## config.mk

```make
export PLATFORM = sky130hd
export DESIGN_NAME = life_array_sequencer
export DESIGN_NICKNAME = d
export VERILOG_FILES = /design/src/rtl/life_ctrl_pkg.sv /design/src/rtl/life_array_sequencer.sv
export SDC_FILE = /design/constraint.sdc
export NUM_CORES = 1
export LEC_CHECK = 0
export BUFFER_PORTS_ARGS = -buffer_cell sky130_fd_sc_hd__buf_2
export CAP_MARGIN = 30
export CORE_MARGIN = 4
export CORE_UTILIZATION = 46
export DETAILED_ROUTE_END_ITERATION = 6
export GPL_TIMING_DRIVEN = 0
export PLACE_DENSITY_LB_ADDON = 0.15
export SYNTH_ARGS = -nofsm -noshare
export SYNTH_HDL_FRONTEND = slang
export SYNTH_SLANG_ARGS = --single-unit
```

## constraint.sdc

```tcl
create_clock -name clk -period 2.4 [get_ports clk]
set_clock_uncertainty 0.2 [all_clocks]
set_input_delay 0.48 -clock clk [delete_from_list [all_inputs] [get_ports clk]]
set_output_delay 0.48 -clock clk [all_outputs]
set_load 0.02 [all_outputs]
```

## src/rtl/life_ctrl_pkg.sv

```systemverilog
// Shared types and sizes for the life array host sequencer.
package life_ctrl_pkg;

  localparam int unsigned ROWS  = 16;
  localparam int unsigned SEL_W = 4;

  typedef logic [SEL_W-1:0] row_idx_t;

  typedef enum logic [2:0] {
    ST_IDLE = 3'd0,
    ST_LOAD = 3'd1,
    ST_STEP = 3'd2,
    ST_GAP  = 3'd3,
    ST_SCAN = 3'd4,
    ST_DUMP = 3'd5
  } state_e;

endpackage

```

## src/rtl/life_array_sequencer.sv

```systemverilog
// Host sequencer for a 16x16 life array: seed load, stepping, still-life scan, result dump.
module life_array_sequencer
  import life_ctrl_pkg::*;
#(
  parameter int unsigned GEN_W    = 16,
  parameter int unsigned STEP_GAP = 2
) (
  input  logic             clk,
  input  logic             reset,
  input  logic             load_start,
  input  logic             run_req,
  input  logic [GEN_W-1:0] gens,
  input  logic             row_in_valid,
  input  logic [15:0]      row_in_data,
  output logic             row_in_ready,
  output logic             row_out_valid,
  output logic [15:0]      row_out_data,
  output logic             row_out_last,
  input  logic             row_out_ready,
  output logic             busy,
  output logic             done,
  output logic             stable,
  output logic [GEN_W-1:0] gen_count,
  output logic [15:0]      arr_vali,
  output logic [3:0]       arr_vali_selector,
  output logic             arr_write_enb,
  output logic             arr_step,
  output logic [3:0]       arr_valo_selector,
  input  logic [15:0]      arr_valo,
  input  logic [15:0]      arr_valo_prev
);

  localparam row_idx_t   LAST_ROW = row_idx_t'(ROWS - 1);
  localparam logic [3:0] GAP_LAST = 4'(STEP_GAP - 1);

  state_e           state_q;
  row_idx_t         idx_q;
  logic [GEN_W-1:0] remaining_q;
  logic [3:0]       gap_q;
  logic             scan_ok_q;
  logic             row_in_ready_q, row_out_valid_q, row_out_last_q;
  logic             busy_q, done_q, stable_q;
  logic [GEN_W-1:0] gen_count_q;
  logic [15:0]      arr_vali_q;
  row_idx_t         arr_vali_sel_q;
  logic             arr_write_enb_q, arr_step_q;

  logic in_hs, out_hs, row_match;
  assign in_hs     = row_in_valid & row_in_ready_q;
  assign out_hs    = row_out_valid_q & row_out_ready;
  assign row_match = (arr_valo == arr_valo_prev);

  // Sequencer FSM: all control and array-drive outputs are registered here.
  always_ff @(posedge clk or negedge reset) begin
    if (!reset) begin
      state_q         <= ST_IDLE;
      idx_q           <= '0;
      remaining_q     <= '0;
      gap_q           <= '0;
      scan_ok_q       <= 1'b0;
      row_in_ready_q  <= 1'b0;
      row_out_valid_q <= 1'b0;
      row_out_last_q  <= 1'b0;
      busy_q          <= 1'b0;
      done_q          <= 1'b0;
      stable_q        <= 1'b0;
      gen_count_q     <= '0;
      arr_vali_q      <= '0;
      arr_vali_sel_q  <= '0;
      arr_write_enb_q <= 1'b0;
      arr_step_q      <= 1'b0;
    end else begin
      arr_write_enb_q <= 1'b0;
      arr_step_q      <= 1'b0;
      done_q          <= 1'b0;
      case (state_q)
        ST_IDLE: begin
          if (load_start) begin
            state_q        <= ST_LOAD;
            idx_q          <= '0;
            gen_count_q    <= '0;
            stable_q       <= 1'b0;
            row_in_ready_q <= 1'b1;
            busy_q         <= 1'b1;
          end else if (run_req) begin
            remaining_q <= gens;
            idx_q       <= '0;
            busy_q      <= 1'b1;
            if (gens != '0) begin
              state_q <= ST_STEP;
            end else begin
              state_q         <= ST_DUMP;
              row_out_valid_q <= 1'b1;
              row_out_last_q  <= 1'b0;
            end
          end
        end
        ST_LOAD: begin
          if (in_hs) begin
            arr_vali_q      <= row_in_data;
            arr_vali_sel_q  <= idx_q;
            arr_write_enb_q <= 1'b1;
            idx_q           <= idx_q + row_idx_t'(1);
            if (idx_q == LAST_ROW) begin
              state_q        <= ST_IDLE;
              row_in_ready_q <= 1'b0;
              busy_q         <= 1'b0;
            end
          end
        end
        ST_STEP: begin
          arr_step_q  <= 1'b1;
          remaining_q <= remaining_q - GEN_W'(1);
          gen_count_q <= gen_count_q + GEN_W'(1);
          gap_q       <= '0;
          state_q     <= ST_GAP;
        end
        ST_GAP: begin
          if (gap_q == GAP_LAST) begin
            if (remaining_q != '0) begin
              state_q <= ST_STEP;
            end else begin
              state_q   <= ST_SCAN;
              idx_q     <= '0;
              scan_ok_q <= 1'b1;
            end
          end else begin
            gap_q <= gap_q + 4'(1);
          end
        end
        ST_SCAN: begin
          scan_ok_q <= scan_ok_q & row_match;
          if (idx_q == LAST_ROW) begin
            stable_q        <= scan_ok_q & row_match;
            state_q         <= ST_DUMP;
            idx_q           <= '0;
            row_out_valid_q <= 1'b1;
            row_out_last_q  <= 1'b0;
          end else begin
            idx_q <= idx_q + row_idx_t'(1);
          end
        end
        ST_DUMP: begin
          if (out_hs) begin
            if (idx_q == LAST_ROW) begin
              state_q         <= ST_IDLE;
              idx_q           <= '0;
              row_out_valid_q <= 1'b0;
              row_out_last_q  <= 1'b0;
              done_q          <= 1'b1;
              busy_q          <= 1'b0;
            end else begin
              idx_q          <= idx_q + row_idx_t'(1);
              row_out_last_q <= (idx_q == LAST_ROW - row_idx_t'(1));
            end
          end
        end
        default: begin
          state_q <= ST_IDLE;
          busy_q  <= 1'b0;
        end
      endcase
    end
  end

  // Result data is the array read-back for the held selector.
  assign row_out_data      = arr_valo;
  assign row_in_ready      = row_in_ready_q;
  assign row_out_valid     = row_out_valid_q;
  assign row_out_last      = row_out_last_q;
  assign busy              = busy_q;
  assign done              = done_q;
  assign stable            = stable_q;
  assign gen_count         = gen_count_q;
  assign arr_vali          = arr_vali_q;
  assign arr_vali_selector = arr_vali_sel_q;
  assign arr_write_enb     = arr_write_enb_q;
  assign arr_step          = arr_step_q;
  assign arr_valo_selector = idx_q;

endmodule

```

# ---- Word level (Yosys, flattened, before mapping)
# Cells that the tools add are included.
dict set report classes {
  addsub 4
  mul 0
  n_div 0
  n_lt_le_gt_ge 0
  eq_ne 22
  n_shift 0
  mux 59
  bitwise_logic 4
  reduce_logical 23
}
# operator count
set ops {}
lappend ops {{16-bit case mux with 2 select lines} 2}
lappend ops {{16-bit two-way mux} 3}
lappend ops {{4-bit two-way mux} 8}
lappend ops {{16-bit nonzero test} 2}
lappend ops {{1-bit two-way mux} 28}
lappend ops {{3-bit two-way mux} 9}
lappend ops {{2-bit inequality test, second input constant} 12}
lappend ops {{4-bit case mux with 5 select lines} 1}
lappend ops {{3-bit case mux with 6 select lines} 1}
lappend ops {{16-bit by 1-bit adder with 16-bit output, second input constant} 1}
lappend ops {{16-bit == test} 1}
lappend ops {{16-bit by 1-bit subtractor with 16-bit output, second input constant} 1}
lappend ops {{6-bit AND reduction} 2}
lappend ops {{2-bit nonzero test} 5}
lappend ops {{3-bit AND reduction} 3}
lappend ops {{4-bit by 1-bit adder with 4-bit output, second input constant} 2}
lappend ops {{4-bit == test, second input constant} 2}
lappend ops {{4-bit case mux with 2 select lines} 1}
lappend ops {{4-bit AND reduction} 2}
lappend ops {{7-bit AND reduction} 1}
lappend ops {{3-bit by 2-bit == test with 1-bit output, second input constant} 2}
lappend ops {{3-bit == test, second input constant} 2}
lappend ops {{1-bit case mux with 2 select lines} 3}
lappend ops {{1-bit case mux with 3 select lines} 2}
lappend ops {{other kinds (12)} 16}
dict set report totals {
  reg_bits 72
  latch_bits 0
  ramBits 0
  rom_bits 0
  in_bits 70
  out_inout_bits 64
  wordCells 128
  mem_count 0
}

# ---- Logic depth before layout (Yosys ltp)
# Gate-level depths: netlist of run 1.
dict set report logic_depth {
  word_depth 5
  ltp_mapped 8
  mapped_depth_nobuf 7
}

# ---- Least setup slack after synthesis of run 1
# Ideal clock, no wire load.
dict set report synth_path {
  path_type {flip-flop to flip-flop}
  start {reg gap_q[1]}
  end {reg idx_q[2] (netlist: arr_valo_selector[2])}
  setup_ps 126
  arrival_ps 1921
  required_time_ps 2074
  slack_ps 154
  stages_incl_launch_ff 8
  n_path_buf 0
  synth_period_minus_slack_ps 2246
  path_cell_list {dfrtp_1 > inv_1 > ha_1 > or3b_1 > o31a_1 > nor4_4 > inv_2 > a221o_1}
}
dict set report synth_via {
  elab_chain_len 3
}
# element line
set synth_rtl {}
lappend synth_rtl {{start: declaration} life_array_sequencer.sv:39} ;# logic [3:0] gap_q;
lappend synth_rtl {{start signal: assignment} life_array_sequencer.sv:128} ;# gap_q <= gap_q + 4'(1);
lappend synth_rtl {{4-bit by 1-bit == test with 1-bit output} life_array_sequencer.sv:119} ;# if (gap_q == GAP_LAST) begin
lappend synth_rtl {{2-bit inequality test (no line)} -}
lappend synth_rtl {{6-bit AND reduction (no line)} -}
lappend synth_rtl {{end signal: assignment} life_array_sequencer.sv:103} ;# idx_q <= idx_q + row_idx_t'(1);
lappend synth_rtl {{end signal: assignment} life_array_sequencer.sv:140} ;# idx_q <= idx_q + row_idx_t'(1);
lappend synth_rtl {{end signal: assignment} life_array_sequencer.sv:153} ;# idx_q <= idx_q + row_idx_t'(1);
lappend synth_rtl {{end: declaration} life_array_sequencer.sv:37} ;# row_idx_t idx_q;
# No other way between the ends.
# A chain may end at the register's enable or synchronous reset.

# ---- Final worst setup path of run 1
# Same ends and word-level chain as after synthesis.

==> impl_metrics.json, run 1 <==
{
  "status": "complete, no violations",
  "drt_pass1_iterations": 4,
  "rsz0062_at_grt": "false",
  "ys_seq_area_share_pct": 44.9,
  "yosysWarnings": 0,
  "grt_pass1_wl_um": 16900,
  "synth_fp_nets": 527,
  "crit_required_ns": 2.43,
  "drive_gt1_share_pct": 32.7,
  "max_slew_margin_pct": 58.7,
  "cts_tree": "done",
  "synthArstFlopShare_pct": 100,
  "gp_congestion": 0.868,
  "arrival_ns": 2.35,
  "path_clk_slew_ns": 0.08,
  "rows": 33,
  "synth_top_cell_area_share_pct": 44.9,
  "diodes": 0,
  "synthCells": 450,
  "grt_pass1_vias": 3718,
  "io_pins": 134,
  "die-area_um2": 10300,
  "syn_avg_cell_area_um2": 8.92,
  "p_seq_share_pct": 35.5,
  "synth_xor_area_share_pct": 3.71,
  "vias": 3895,
  "clock_power_share_pct": 23.5,
  "drc": 0,
  "synth_fa_ha_area_share_pct": 2.18,
  "pwr-share-comb_pct": 41.0,
  "cts_buffer_depth": 2,
  "nNetsFinal": 676,
  "initial_utilization_pct": 48.1,
  "grt_overflow": 0,
  "grt_max_degree": 48,
  "crit_path_start_kind": "register",
  "area_growth_syn_to_layout_pct": 29.0,
  "drt_iter0_markers": 238,
  "core_um2": 8340,
  "yosysUniqueCellTypes": 56,
  "synthFlopType": "dfrtp_1",
  "ir_drop_mv": 0.382,
  "synthTopCellsByArea": "dfrtp_1 45%, nand2_1 7.8%, o21ai_0 5.7%, xnor2_1 3.7%, buf_4 3.0%",
  "clock.fmax_mhz": 432,
  "port_buffers": 133,
  "fin_crit_ns": 2.32,
  "setup_viol": 0,
  "powerDensity_nw_per_um2": 1050,
  "nFillCells": 733,
  "synth_top_family_by_area": "simple AND/OR/NAND/NOR gates",
  "synth_top_area_cell": "dfrtp_1",
  "criticalPathCategory": "register to register",
  "synth_area_um2": 4010,
  "multi_input_area_um2": 1980,
  "wl_per_cell_um": 14.7,
  "p_leak_nw": 2.51,
  "worstMarginPinSlew_ns": 0.613,
  "antenna_found_initial": 0,
  "holdCritPathClass": "input port to register",
  "yosys_register_bits": 72,
  "final-hold-violation-count": 0,
  "slew_viol_final": 0,
  "via_per_inst": 5.50,
  "wl_um": 10400,
  "cts_root_buffer": "clkbuf_8",
  "p_int_mw": 3.26,
  "period_share_pct": 96.5,
  "critPathCaptureType": "register",
  "synth-compound-area-share_pct": 16.8,
  "h-tree-depth": 3,
  "track_usage_pct": 20.4,
  "layout.cells.non_filler": 708,
  "power.total_mw": 5.43,
  "regArea_um2": 1800,
  "cp_max_fo": 6,
  "die_y_um": 101,
  "dp_cells": 689,
  "power_switching_mw": 2.17,
  "place_hpwl_um": 7910,
  "switching_share_pct": 39.9,
  "cap_viol_max_count": 0,
  "synthSimpleGateAreaFrac_pct": 24.0,
  "whs_ns": 0.119,
  "cts_sinks": 72,
  "drtAntennaViolNets": 0,
  "synth-edff-count": 0,
  "synth_mux_area_share_pct": 1.90,
  "cts_buffers": 9,
  "clk_latency_ns": 0.35,
  "die_w_um": 101
}
==> metal layers <==
metal	track usage, %	vias to the layer above	share of wire (%)
met2	32.9	145	48
met1	27.3	1845	43
met4	8.69	0	1.9
met5	0	-	0
met3	3.31	15	7.0
li1	-	1890	-
==> per-stage QoR <==
step	TNS [ns]	util (%)	area, µm²	setup slack [ns]
after global placement	0	57.7	4810	0.0146
final	0	62.1	5180	0.0834
after detailed placement	-0.0140	58.0	4840	-0.00778
after global routing	0	62.1	5180	0.0102
after floorplan	0	-	4010	0.154
after CTS	0	61.6	5130	0.00424
==> power groups by stage <==
stage | Sequential [mW] | Combinational (mW) | Clock (mW)
2_1_floorplan | 2.11 | 1.27 | 0
3_3_place_gp | 1.91 | 2.10 | 0
6_report | 1.93 | 2.23 | 1.28
5_1_grt | 1.97 | 2.49 | 1.35
4_1_cts | 1.92 | 2.18 | 1.30
3_5_place_dp | 1.93 | 2.15 | 0
==> cells in the final DEF, fill, tap and decap left out, drive strengths merged, types with 2 or more instances in the layout <==
master	n
ha	7
inv	11
nand4	10
mux2i	2
or3b	2
a22oi	5
clkinv	3
o211ai	2
nor2b	3
o31a	2
nor3b	5
o2bb2ai	5
clkbuf	24
nand3b	2
nand2	83
a221o	5
and3	4
nor2	32
dfrtp	72
a21o	2
o21ai	46
bufinv	4
o22ai	2
or3	2
nor3	10
o21bai	2
xnor2	17
buf	157
nand3	21
a22o	3
and2	2
mux2	5
o31ai	4
nor4	14
a21oi	17
==> Yosys cell counts (7+ instances only) <==
| cell type | number |
|---|---|
| a21oi_1 | 17 |
| buf_4 | 16 |
| clkbuf_1 | 12 |
| dfrtp_1 | 72 |
| ha_1 | 7 |
| inv_1 | 10 |
| nand2_1 | 83 |
| nand3_1 | 21 |
| nand4_1 | 10 |
| nor2_1 | 32 |
| nor3_1 | 10 |
| nor4_1 | 11 |
| o21ai_0 | 46 |
| xnor2_1 | 17 |
==> registers in the layout, indices dropped and copies added, names as in the netlist, 3 cells and up <==
| signal | flops |
|---|---|
| arr_vali_selector | 4 |
| arr_vali | 16 |
| gap_q | 4 |
| remaining_q | 16 |
| gen_count | 16 |
| arr_valo_selector | 4 |
| state_q | 3 |
==> cell families after synthesis <==
kind of cell,after synthesis
DFF,72
and+or+nand+nor,195
buffers and inverters,47
AOI/OAI and AO/OA,105
muxes,7
adders and majority gates,7
xor gates and xnor gates,17
==> repair_timing <==
action,4_1_cts,5_1_grt
cloned,0,0
hold endpoints to repair,25,0
setup buffers,1,2
setup endpoints to repair,2,28
pin swaps,1,2
gates resized for setup,1,12
hold buffers,1,0
==> cell type report <==
type / count / share of cell area (%)
plain buffers: 34 / 4.20
multi-input cells: 331 / 38.3
repair buffers: 138 / 14.1
clock buffers: 10 / 2.66
flip-flops and latches: 72 / 34.8
well taps: 105 / 2.54
clock inverters: 5 / 2.49
inverters: 13 / 0.942
==> critical path, stage by stage, from the launching register on <==
cell,delay [ns]
dfrtp_1,0.40
inv_1,0.06
ha_1,0.12
or3b_4,0.38
o31a_1,0.27
nor4_4,0.24
buf_4,0.18
inv_2,0.03
a221o_1,0.33
==> path summary, 6_finish.rpt <==
| check | startpoint | end | slack [ns] | depth (start not counted) |
|---|---|---|---|---|
| hold / removal | row_in_data[14] | arr_vali[14]$_DFFE_PN0P_ | 0.12 | 3 |
| max in group asynchronous | reset | done$_DFF_PN0_ | 1.06 | 3 |
| min in group asynchronous | reset | arr_step$_DFF_PN0_ | 0.39 | 2 |
| hold reg to reg | arr_vali[12]$_DFFE_PN0P_ | arr_vali[12]$_DFFE_PN0P_ | 0.27 | 2 |
| setup / recovery | gap_q[1]$_DFFE_PN0P_ | arr_valo_selector[2]$_DFFE_PN0P_ | 0.08 | 8 |
| setup reg to reg | gap_q[1]$_DFFE_PN0P_ | arr_valo_selector[2]$_DFFE_PN0P_ | 0.08 | 8 |
No activity file was read; power rests on OpenSTA's default activity.
==> inputs of run 2 (changes only) <==
--- a/config.mk
+++ b/config.mk
@@ -11,6 +11,7 @@
 export CORE_UTILIZATION = 46
 export DETAILED_ROUTE_END_ITERATION = 6
 export GPL_TIMING_DRIVEN = 0
+export MAX_ROUTING_LAYER = met4
 export PLACE_DENSITY_LB_ADDON = 0.15
 export SYNTH_ARGS = -nofsm -noshare
 export SYNTH_HDL_FRONTEND = slang
==> impl_metrics.json, run 2 (synthesized netlist as in run 1, its figures left out) <==
{
  "via_per_inst": 5.53,
  "die-area_um2": 10300,
  "cts_tree": "done",
  "area_growth_syn_to_layout_pct": 29.0,
  "p_seq_share_pct": 35.5,
  "drt_iter0_markers": 248,
  "crit_path_start_kind": "register",
  "regArea_um2": 1800,
  "criticalPathCategory": "register to register",
  "vias": 3916,
  "nFillCells": 733,
  "wl_um": 10400,
  "clk_latency_ns": 0.34,
  "finalWorstSetupSlack_ns": 0.0718,
  "cts_root_buffer": "clkbuf_8",
  "drt_pass1_iterations": 5,
  "power_switching_mw": 2.16,
  "multi_input_area_um2": 1980,
  "drc": 0,
  "diodes": 0,
  "fin_crit_ns": 2.33,
  "drtAntennaViolNets": 0,
  "rsz0062_at_grt": "false",
  "pre_cts_ws_ns": -0.00778,
  "r2r_slack_ns": 0.07,
  "grt_max_degree": 48,
  "track_usage_pct": 21.1,
  "drive_gt1_share_pct": 32.7,
  "ir_drop_mv": 0.379,
  "slew_viol_final": 0,
  "cts_buffer_depth": 2,
  "p_int_mw": 3.26,
  "setup_viol": 0,
  "status": "complete, no violations",
  "powerDensity_nw_per_um2": 1050,
  "period_share_pct": 97.0,
  "cap_viol_max_count": 0,
  "max_slew_margin_pct": 59.4,
  "finalInstanceArea_um2": 5180,
  "grt_pass1_vias": 3716,
  "die_w_um": 101,
  "nNetsFinal": 676,
  "rows": 33,
  "place_area_um2": 4840,
  "grt_pass1_wl_um": 16900,
  "cts_sinks": 72,
  "cts_buffers": 9,
  "holdCritPathClass": "input port to register",
  "final_cell_mix": "135 x buf_2, 83 x nand2_1, 71 x dfrtp_1",
  "pwr-share-comb_pct": 41.1,
  "place_hpwl_um": 7910,
  "port_buffers": 133,
  "power.total_mw": 5.42,
  "clock_power_share_pct": 23.4,
  "core_um2": 8340,
  "gp_congestion": 0.883,
  "wl_per_cell_um": 14.7,
  "final_common_cell": "buf_2",
  "h-tree-depth": 3,
  "arrival_ns": 2.35,
  "path_clk_slew_ns": 0.08,
  "dp_cells": 689,
  "antenna_found_initial": 0,
  "switching_share_pct": 39.9,
  "initial_utilization_pct": 48.1,
  "final-hold-violation-count": 0,
  "crit_required_ns": 2.42,
  "layout.cells.non_filler": 708,
  "io_pins": 134,
  "die_y_um": 101,
  "worstMarginPinSlew_ns": 0.604,
  "clock.fmax_mhz": 430,
  "cp_max_fo": 6,
  "grt_overflow": 0,
  "critPathCaptureType": "register",
  "fin_tns_setup_ns": 0,
  "p_leak_nw": 2.51
}
-- run 2: per-stage QoR --
stage	utilization [%]	hold slack, ns
2_1_floorplan	-	-0.0156
3_3_place_gp	57.7	0.253
3_5_place_dp	58.0	0.217
4_1_cts	61.6	0.112
5_1_grt	62.1	0.118
6_report	62.1	0.126
-- run 2: metal layers --
metal | vias up | routed length (µm) | GRT usage, % | share of wire [%]
met5 | - | 0 | - | 0
met4 | 0 | 192 | 8.69 | 1.8
met3 | 17 | 643 | 2.96 | 6.2
met2 | 152 | 5060 | 32.9 | 49
met1 | 1854 | 4540 | 27.5 | 43
li1 | 1893 | - | - | -
-- run 2: repair_timing --
item / in CTS / in global routing
pin swaps: 1 / 2
resized for setup: 1 / 12
setup endpoints to repair: 2 / 28
hold buffers: 1 / 0
hold endpoints to repair: 25 / 0
setup buffers: 1 / 2
-- run 2: path summary, 6_finish.rpt --
kind,to,cells after the start,start
setup / recovery,arr_valo_selector[2]$_DFFE_PN0P_,8,gap_q[1]$_DFFE_PN0P_
hold / removal,arr_vali[14]$_DFFE_PN0P_,3,row_in_data[14]
setup reg to reg,arr_valo_selector[2]$_DFFE_PN0P_,8,gap_q[1]$_DFFE_PN0P_
hold reg to reg,arr_vali[12]$_DFFE_PN0P_,2,arr_vali[12]$_DFFE_PN0P_
max in group asynchronous,remaining_q[12]$_DFFE_PN0P_,3,reset
min in group asynchronous,arr_step$_DFF_PN0_,2,reset
-- run 2: worst max-delay path: stages (launching register included) --
cell and delay, ns:
dfrtp_1 0.39, inv_1 0.06, ha_1 0.12, or3b_4 0.38
o31a_1 0.27, nor4_4 0.25, buf_4 0.18, inv_2 0.03
a221o_1 0.34
-- run 2: area by class of cell --
cell class                      instances  share of cell area, %
Tap cell                              105                   2.54
Timing Repair Buffer                  138                   14.1
Clock inverter                          5                   2.49
Clock buffer                           10                   2.66
Buffer                                 34                   4.20
Multi-Input combinational cell        331                   38.3
Inverter                               13                  0.942
Sequential cell                        72                   34.8
-- run 2: power by group through the flow --
stage	Clock [mW]	Combinational [mW]	Sequential, mW
6_report	1.27	2.23	1.93
5_1_grt	1.35	2.49	1.97
4_1_cts	1.30	2.18	1.92
3_5_place_dp	0	2.15	1.93
3_3_place_gp	0	2.10	1.91
2_1_floorplan	0	1.27	2.11
==> inputs of run 3 (changes only) <==
--- a/config.mk
+++ b/config.mk
@@ -5,7 +5,7 @@
 export SDC_FILE = /design/constraint.sdc
 export NUM_CORES = 1
 export LEC_CHECK = 0
-export BUFFER_PORTS_ARGS = -buffer_cell sky130_fd_sc_hd__buf_2
+export BUFFER_PORTS_ARGS = -buffer_cell sky130_fd_sc_hd__clkbuf_2
 export CAP_MARGIN = 30
 export CORE_MARGIN = 4
 export CORE_UTILIZATION = 46
==> impl_metrics.json, run 3 (synthesized netlist as in run 1, its figures left out) <==
{
  "pre_cts_ws_ns": -0.0492,
  "place_hpwl_um": 8000,
  "gp_congestion": 0.883,
  "drt_iter0_markers": 121,
  "worstMarginPinSlew_ns": 0.594,
  "initial_utilization_pct": 48.1,
  "die-area_um2": 10300,
  "power.total_mw": 5.14,
  "status": "complete, no violations",
  "met1_usage_pct": 27.6,
  "period_share_pct": 99.1,
  "finalWorstSetupSlack_ns": 0.0210,
  "final_common_cell": "clkbuf_2",
  "busiest_layer": "met2",
  "rows": 33,
  "grt_max_degree": 47,
  "ir_drop_mv": 0.401,
  "die_y_um": 101,
  "grt_pass1_wl_um": 17100,
  "criticalPathCategory": "register to register",
  "crit_required_ns": 2.43,
  "grt_overflow": 0,
  "rsz0062_at_grt": "true",
  "arrival_ns": 2.41,
  "nNetsFinal": 675,
  "powerDensity_nw_per_um2": 1010,
  "track_usage_pct": 21.4,
  "cts_tree": "done",
  "max_slew_margin_pct": 60.0,
  "clock.fmax_mhz": 420,
  "diodes": 0,
  "wl_um": 10500,
  "dp_cells": 689,
  "h-tree-depth": 3,
  "setup_viol": 0,
  "io_pins": 134,
  "cts_buffers": 9,
  "critPathCaptureType": "register",
  "cts_sinks": 72,
  "holdCritPathClass": "input port to register",
  "place_area_um2": 4840,
  "port_buffers": 133,
  "cts_root_buffer": "clkbuf_8",
  "gr-usage-met2_pct": 33.7,
  "cp_max_fo": 6,
  "drt_pass1_iterations": 5,
  "p_leak_nw": 2.45,
  "area_growth_syn_to_layout_pct": 27.3,
  "layout.cells.non_filler": 707,
  "drtAntennaViolNets": 0,
  "fin_crit_ns": 2.38,
  "slew_viol_final": 0,
  "die_w_um": 101,
  "drive_gt1_share_pct": 32.9,
  "path_clk_slew_ns": 0.08,
  "final_cell_mix": "134 x clkbuf_2, 83 x nand2_1, 71 x dfrtp_1",
  "fin_tns_setup_ns": 0,
  "antenna_found_initial": 0,
  "whs_ns": 0.124,
  "crit_path_start_kind": "register",
  "finalInstanceArea_um2": 5110,
  "use_met3_pct": 3.99,
  "cap_viol_max_count": 0,
  "core_um2": 8340,
  "wl_per_cell_um": 14.9,
  "via_per_inst": 5.47,
  "vias": 3868,
  "final_util_pct": 61.3,
  "grt_pass1_vias": 3684,
  "cts_buffer_depth": 2,
  "final-hold-violation-count": 0,
  "drc": 0,
  "clk_latency_ns": 0.34
}
run 3: final timing paths:
path                                          startpoint                                to  slack [ns]  cells past startpoint
worst max-delay path                gap_q[1]$_DFFE_PN0P_  arr_valo_selector[2]$_DFFE_PN0P_        0.02                      7
worst min-delay path                      row_in_data[5]           arr_vali[5]$_DFFE_PN0P_        0.12                      3
worst max register to register      gap_q[1]$_DFFE_PN0P_  arr_valo_selector[2]$_DFFE_PN0P_        0.02                      7
worst min register to register  arr_vali[12]$_DFFE_PN0P_          arr_vali[12]$_DFFE_PN0P_        0.27                      2
min in group asynchronous                          reset                arr_step$_DFF_PN0_        0.42                      2
max in group asynchronous                          reset              gap_q[3]$_DFFE_PN0P_        1.01                      3
run 3: report_power, final:
group / switching (mW) / internal [mW]
sequential: 0.371 / 1.58
clock: 0.469 / 0.501
combinational: 1.37 / 0.853
run 3: final cells by class:
| class | instances | area (µm²) |
|---|---|---|
| clock buffer | 10 | 138 |
| multi-input combinational | 331 | 1990 |
| fill | 769 | 3230 |
| buffer | 34 | 215 |
| tap | 105 | 131 |
| sequential | 72 | 1800 |
| inverter | 13 | 48.8 |
| clock inverter | 5 | 57.6 |
| timing repair buffer | 137 | 721 |
run 3: metal layers:
layer  routed length [µm]  share of wire (%)
met1                 4560                 43
met2                 5050                 48
met3                  726                6.9
met4                  206                2.0
met5                    0                  0
run 3: repair_timing:
| action | in CTS | in global routing |
|---|---|---|
| endpoints found under the setup margin | 4 | 21 |
| resized for setup | 2 | 13 |
| hold buffers | 1 | 0 |
| hold endpoints to repair | 26 | 0 |
| setup buffers | 0 | 2 |
| pin swaps | 0 | 2 |
run 3: critical path: stages (launching register included):
cell	delay, ns
dfrtp_1	0.41
inv_1	0.07
ha_1	0.12
or3b_4	0.38
o31a_1	0.27
nor4_4	0.43
inv_2	0.04
a221o_1	0.34
